**src/rtl/velocimetro_pkg.sv**
```systemverilog
// Shared definitions for the velocimetro datapath: preset wheel circumferences,
// default clamp limits, the auto-repeat state enum and saturating helpers.
`timescale 1ns/1ps
package velocimetro_pkg;

  localparam int MIN_CIRC_DEF = 1000;
  localparam int MAX_CIRC_DEF = 3000;

  typedef enum logic [1:0] {
    ST_IDLE   = 2'd0,
    ST_HOLD   = 2'd1,
    ST_REPEAT = 2'd2
  } rep_state_e;

  // Entries beyond the four standard wheels stay inside the default clamp range.
  function automatic logic [15:0] preset_mm(input logic [3:0] idx);
    case (idx)
      4'd0:    preset_mm = 16'd2326;
      4'd1:    preset_mm = 16'd2096;
      4'd2:    preset_mm = 16'd2155;
      4'd3:    preset_mm = 16'd2200;
      4'd4:    preset_mm = 16'd2050;
      4'd5:    preset_mm = 16'd2100;
      4'd6:    preset_mm = 16'd2250;
      4'd7:    preset_mm = 16'd2300;
      default: preset_mm = 16'd2326;
    endcase
  endfunction

  function automatic logic [31:0] sat_step(input logic [31:0] cur, input logic up,
                                           input logic [31:0] lo, input logic [31:0] hi);
    logic [32:0] sum;
    sum = {1'b0, cur} + 33'd1;
    if (up) sat_step = (sum > {1'b0, hi}) ? hi : sum[31:0];
    else    sat_step = (cur <= lo) ? lo : cur - 32'd1;
  endfunction

  function automatic logic [31:0] clamp(input logic [31:0] val, input logic [31:0] lo,
                                        input logic [31:0] hi);
    if (val < lo)      clamp = lo;
    else if (val > hi) clamp = hi;
    else               clamp = val;
  endfunction

endpackage

```
**src/rtl/pulsador_repetir.sv**
```systemverilog
// Hold-to-auto-repeat timing FSM: one step on press, another after HOLD_CYCLES,
// then one every REPEAT_CYCLES until release, abort or direction change.
`timescale 1ns/1ps
module pulsador_repetir
  import velocimetro_pkg::*;
#(
  parameter int HOLD_CYCLES   = 50_000_000,
  parameter int REPEAT_CYCLES = 5_000_000
) (
  input  logic clk,
  input  logic rst_n,
  input  logic clr,
  input  logic lvl,
  input  logic dir,
  output logic step
);

  localparam int CNT_MAX = (HOLD_CYCLES > REPEAT_CYCLES) ? HOLD_CYCLES : REPEAT_CYCLES;
  localparam int CNT_W   = $clog2(CNT_MAX) + 1;

  rep_state_e       state_q, state_d;
  logic [CNT_W-1:0] cnt_q, cnt_d;
  logic             dir_q, dir_d;
  logic             abort;

  always_ff @(posedge clk or negedge rst_n) begin
    if (!rst_n) begin
      state_q <= ST_IDLE;
      cnt_q   <= '0;
      dir_q   <= 1'b0;
    end else begin
      state_q <= state_d;
      cnt_q   <= cnt_d;
      dir_q   <= dir_d;
    end
  end

  // Released, both pressed (lvl low), external clear, or a reversal all end the press.
  assign abort = clr | ~lvl | (dir != dir_q);

  always_comb begin
    state_d = state_q;
    cnt_d   = cnt_q;
    dir_d   = dir_q;
    step    = 1'b0;
    case (state_q)
      ST_IDLE: begin
        if (lvl && !clr) begin
          step    = 1'b1;
          state_d = ST_HOLD;
          cnt_d   = '0;
          dir_d   = dir;
        end
      end
      ST_HOLD: begin
        if (abort) begin
          state_d = ST_IDLE;
          cnt_d   = '0;
        end else if (cnt_q == CNT_W'(HOLD_CYCLES - 1)) begin
          step    = 1'b1;
          state_d = ST_REPEAT;
          cnt_d   = '0;
        end else begin
          cnt_d = cnt_q + CNT_W'(1);
        end
      end
      ST_REPEAT: begin
        if (abort) begin
          state_d = ST_IDLE;
          cnt_d   = '0;
        end else if (cnt_q == CNT_W'(REPEAT_CYCLES - 1)) begin
          step  = 1'b1;
          cnt_d = '0;
        end else begin
          cnt_d = cnt_q + CNT_W'(1);
        end
      end
      default: begin
        state_d = ST_IDLE;
        cnt_d   = '0;
      end
    endcase
  end

endmodule

```
**src/rtl/circunferencia_ajustable.sv**
```systemverilog
// Adjustable wheel circumference register: preset select, saturating up/down with
// auto-repeat, and clamped direct load. Define CIRC_LOCK_EN to add the lock input.
`timescale 1ns/1ps
module circunferencia_ajustable
  import velocimetro_pkg::*;
#(
  parameter int WIDTH         = 16,
  parameter int NUM_PRESETS   = 4,
  parameter int DEFAULT_IDX   = 0,
  parameter int MIN_CIRC      = MIN_CIRC_DEF,
  parameter int MAX_CIRC      = MAX_CIRC_DEF,
  parameter int HOLD_CYCLES   = 50_000_000,
  parameter int REPEAT_CYCLES = 5_000_000
) (
  input  logic                           clk,
  input  logic                           rst_n,
  input  logic                           btn_sel,
  input  logic                           btn_up,
  input  logic                           btn_down,
  input  logic                           load_valid,
  input  logic [WIDTH-1:0]               load_data,
`ifdef CIRC_LOCK_EN
  input  logic                           lock,
`endif
  output logic                           load_ready,
  output logic [WIDTH-1:0]               circunferencia,
  output logic [$clog2(NUM_PRESETS)-1:0] preset_idx,
  output logic                           changed
);

  localparam int IDX_W = $clog2(NUM_PRESETS);

  logic [WIDTH-1:0] circ_q, circ_d;
  logic [IDX_W-1:0] idx_q, idx_d;
  logic             sel_q;
  logic             changed_q;
  logic             lock_act;
  logic             blk_act;
  logic             sel_rise, load_fire, lvl, rep_clr, step_p;

`ifdef CIRC_LOCK_EN
  // Blocks the repeater after unlock until every direction button has been released.
  logic blk_q, blk_d;
  assign lock_act = lock;
  assign blk_d    = lock | (blk_q & (btn_up | btn_down));
  assign blk_act  = blk_q;
  always_ff @(posedge clk or negedge rst_n) begin
    if (!rst_n) blk_q <= 1'b0;
    else        blk_q <= blk_d;
  end
`else
  assign lock_act = 1'b0;
  assign blk_act  = 1'b0;
`endif

  assign sel_rise   = btn_sel & ~sel_q;
  assign load_fire  = load_valid & ~lock_act;
  assign load_ready = load_fire;
  assign lvl        = btn_up ^ btn_down;
  assign rep_clr    = load_fire | lock_act | blk_act;

  pulsador_repetir #(
    .HOLD_CYCLES  (HOLD_CYCLES),
    .REPEAT_CYCLES(REPEAT_CYCLES)
  ) u_rep (
    .clk  (clk),
    .rst_n(rst_n),
    .clr  (rep_clr),
    .lvl  (lvl),
    .dir  (btn_up),
    .step (step_p)
  );

  always_comb begin
    circ_d = circ_q;
    idx_d  = idx_q;
    if (load_fire) begin
      circ_d = WIDTH'(clamp(32'(load_data), 32'(MIN_CIRC), 32'(MAX_CIRC)));
    end else if (sel_rise && !lock_act) begin
      idx_d  = (idx_q == IDX_W'(NUM_PRESETS - 1)) ? '0 : idx_q + IDX_W'(1);
      circ_d = WIDTH'(preset_mm(4'(idx_d)));
    end else if (step_p) begin
      circ_d = WIDTH'(sat_step(32'(circ_q), btn_up, 32'(MIN_CIRC), 32'(MAX_CIRC)));
    end
  end

  always_ff @(posedge clk or negedge rst_n) begin
    if (!rst_n) begin
      circ_q    <= WIDTH'(preset_mm(4'(DEFAULT_IDX)));
      idx_q     <= IDX_W'(DEFAULT_IDX);
      sel_q     <= 1'b0;
      changed_q <= 1'b0;
    end else begin
      circ_q    <= circ_d;
      idx_q     <= idx_d;
      sel_q     <= btn_sel;
      changed_q <= (circ_d != circ_q);
    end
  end

  assign circunferencia = circ_q;
  assign preset_idx     = idx_q;
  assign changed        = changed_q;

endmodule

```
**config.mk**
```make
export PLATFORM = sky130hd
export DESIGN_NAME = circunferencia_ajustable
export DESIGN_NICKNAME = d
export VERILOG_FILES = /design/src/rtl/velocimetro_pkg.sv /design/src/rtl/pulsador_repetir.sv /design/src/rtl/circunferencia_ajustable.sv
export SDC_FILE = /design/constraint.sdc
export NUM_CORES = 1
export LEC_CHECK = 0
export ABC_AREA = 1
export BUFFER_PORTS_ARGS = -buffer_cell sky130_fd_sc_hd__clkbuf_2
export CORE_MARGIN = 1.5
export CORE_UTILIZATION = 40
export DETAILED_ROUTE_END_ITERATION = 6
export GPL_ROUTABILITY_DRIVEN = 0
export PLACE_DENSITY = 0.62
export SLEW_MARGIN = 20
export SYNTH_ARGS = -nofsm -noshare
export SYNTH_HDL_FRONTEND = slang
export SYNTH_SLANG_ARGS = --single-unit
```
**constraint.sdc**
```tcl
create_clock -name clk -period 4.93 [get_ports clk]
set_input_delay 0.986 -clock clk [delete_from_list [all_inputs] [get_ports clk]]
set_output_delay 0.986 -clock clk [all_outputs]
set_load 0.05 [all_outputs]
```
==> impl_metrics.tcl <==
set metrics [dict create \
    grt_pass1_wl_mm 21.1 \
    drt_iter0_drc 377 \
    n_fill_cell 1127 \
    die_w_um 106 \
    grt_max_degree 51 \
    rsz0062_at_grt "false" \
    peakVddDrop_mv 0.140 \
    critPathRequiredTime_ns 5.13 \
    cts_htree_levels 2 \
    io_buffers 41 \
    cp-end-kind "flop" \
    regArea_mm2 0.00126 \
    final_nets 760 \
    routedWlPerCell_um 14.6 \
    place_hpwl_mm 9.69 \
    r2r_setup_slack_ns 1.82 \
    cts_root_buf "clkbuf_8" \
    timing.final.hold_violations 0 \
    finalSetupViolations 0 \
    antenna_found_initial 0 \
    num_antenna_cells 0 \
    synthesis.instances 692 \
    dieArea_mm2 0.0113 \
    first_pass_iters 7 \
    path_clk_slew_ns 0.10 \
    p_per_area_mw_per_mm2 333 \
    relSlewSlack_pct 34.1 \
    num_io_pins 42 \
    insertion_delay_ns 0.31 \
    cts.sink_count 50 \
    syn_avg_cell_area_um2 6.18 \
    path_max_fanout 25 \
    cts_made_buffers 5 \
    start_kind "input port" \
    ys_ff_latch 50 \
    viasPerCell 5.41 \
    synth_area_mm2 0.00428 \
    gr-total-overflow 0 \
    grt_pass1_vias 4388 \
    cts_hold_buf 0 \
    slowest_delay_ns 0.31 \
    status "complete, no violations" \
    die_h_um 106 \
    drc_errors 0 \
    final_area_mm2 0.00466 \
    ys_async_sr_fraction_pct 100 \
    synth.distinct_cells 40 \
    cts_tree "built" \
    antenna_left 0 \
    yosysWarnings 0 \
    multi_input_area_mm2 0.00256 \
    areaGrowthSynthToFinish_pct 9.10 \
    layout-drive-gt1-share_pct 11.7 \
    fin_crit_sh_pct 71.5 \
    slowest_stage "nand2_2" \
    seq_area_frac_synth_pct 29.4 \
    num_rows 37 \
    clock_skew_ns 0.0138 \
    timing.final.max_slew_violations 0 \
    synth_xor_area_share_pct 1.84 \
    initial_core_util_pct 41.2 \
    route.final.wire_length_mm 12.6 \
    drv_cap 0 \
    cts_setup_buffers 0 \
    hp-class "flop to flop" \
    cp.arrival_ns 3.73 \
    coreArea_mm2 0.0104 \
    synth_top_family_by_area "simple AND/OR/NAND/NOR gates" \
    detailed_place.area_mm2 0.00457 \
    synth-main-ff-cell "dfrtp_1" \
    muxShareOfSynthArea_pct 0 \
    setup_tns_ns 0 \
    worst_pin_slew_ns 0.985 \
    synth_fa_ha_area_share_pct 3.51 \
    vias 4670 \
    period_needed_ns 3.52 \
    synth_edf_count 0 \
    p_leak_nw 2.23 \
    synthesis.nets 726 \
    critical_path_class "input port to flop" \
    track_usage_pct 23.1 \
    clock_path_buffers 2 \
    ctsResizeCount 0 \
    synth-compound-area-share_pct 10.6 \
    path_cells "clkbuf_2, inv_1, nand2_1, nand3_1, nor2_1, nand3_1, nand3b_1, nand2_2, inv_2, o21ai_0, nand3_1, inv_2, nand2_1, nand2_1, nor2_1, nand2_1, nor2_1, nand3_1" \
    synthSimpleGateAreaFrac_pct 43.9 \
    max_freq_ghz 0.284 \
]
stage by stage:
step	power [mW]	utilization, %	hold WS (ns)	instances	setup slack [ns]
finish	1.55	45.0	0.527	863	1.41
global route	1.68	45.0	0.557	863	1.14
CTS	1.56	45.0	0.531	863	1.53
detailed placement	1.28	44.0	0.513	855	1.20
global placement	1.27	44.0	0.517	855	1.28
floorplan	1.09	-	0.471	692	2.19
area by class of cell:
class	instances	share of cell area (%)
clock buffers	6	1.77
clock inverters	2	0.349
inverters	95	7.67
multi-input cells	531	54.9
flip-flops and latches	50	27.0
well taps	136	3.65
repair buffers	43	4.72
state kept, by name, indices dropped and copies added, names as in the netlist:
| register | cells |
|---|---|
| u_rep.cnt_q | 27 |
| u_rep.state_q | 2 |
| preset_idx | 2 |
| circunferencia | 16 |
| u_rep.dir_q | 1 |
| sel_q | 1 |
| changed | 1 |
worst paths after layout:
check | from | endpoint | cells past startpoint
setup / recovery | btn_up | changed$_DFF_PN0_ | 18
setup reg to reg | u_rep.cnt_q[0]$_DFFE_PN0P_ | u_rep.cnt_q[11]$_DFFE_PN0P_ | 14
hold reg to reg | u_rep.cnt_q[24]$_DFFE_PN0P_ | u_rep.cnt_q[24]$_DFFE_PN0P_ | 1
hold / removal | u_rep.cnt_q[24]$_DFFE_PN0P_ | u_rep.cnt_q[24]$_DFFE_PN0P_ | 1
min in group asynchronous | rst_n | circunferencia[7]$_DFF_PN0_ | 2
max in group asynchronous | rst_n | u_rep.cnt_q[20]$_DFFE_PN0P_ | 2
cells in the final DEF, fill, tap and decap left out, types with 8 or more instances in the layout:
cell	instances
nand2_1	191
o21ai_0	27
nor2_2	8
nor2_1	87
nand2_2	8
xor2_1	8
nand3_1	66
dfrtp_1	45
ha_1	12
nor3_1	26
clkbuf_2	41
a21oi_1	42
inv_1	89
nand4_1	19
logic make-up after synthesis:
logic type / count (synthesis)
flops: 50
xor+xnor: 9
buf+inv: 111
simple gates: 424
compound gates: 86
fa+ha+maj: 12
power by group:
group / total, mW / internal (mW) / switching [mW]
Sequential: 0.538 / 0.456 / 0.0819
Combinational: 0.749 / 0.201 / 0.549
Clock: 0.265 / 0.116 / 0.150
synth_stat cells (3+ instances only):
master	n	area [um^2]
o21ai_1	5	25.0
nand2_2	8	50.1
nand3_1	66	330
dfstp_2	5	131
buf_2	6	30.0
nand3_2	3	30.0
o22ai_1	3	18.8
buf_6	3	33.8
inv_2	4	15.0
nor2_2	8	50.1
nand2_1	191	717
nor2_4	3	33.8
nor4_1	4	25.0
ha_1	12	150
nor2_1	87	327
clkbuf_1	3	11.3
dfrtp_1	45	1130
nor3_1	26	130
a31oi_1	4	25.0
a21oi_1	42	210
xor2_1	8	70.1
inv_1	89	334
nand4_1	19	119
o21ai_0	27	135
per-layer routing:
metal	GRT usage (%)	vias to the layer above	wire [um]
li1	-	2304	-
met1	29.9	2142	5460
met2	37.6	187	5890
met3	4.35	37	803
met4	9.75	0	422
met5	0	-	0
worst max-delay path: cells and delay by family:
kind / cells / cell delay [ns]
simple gates: 13 / 1.61
compound gates: 1 / 0.16
buf+inv: 4 / 0.95
(Power assumes the default switching activity.)
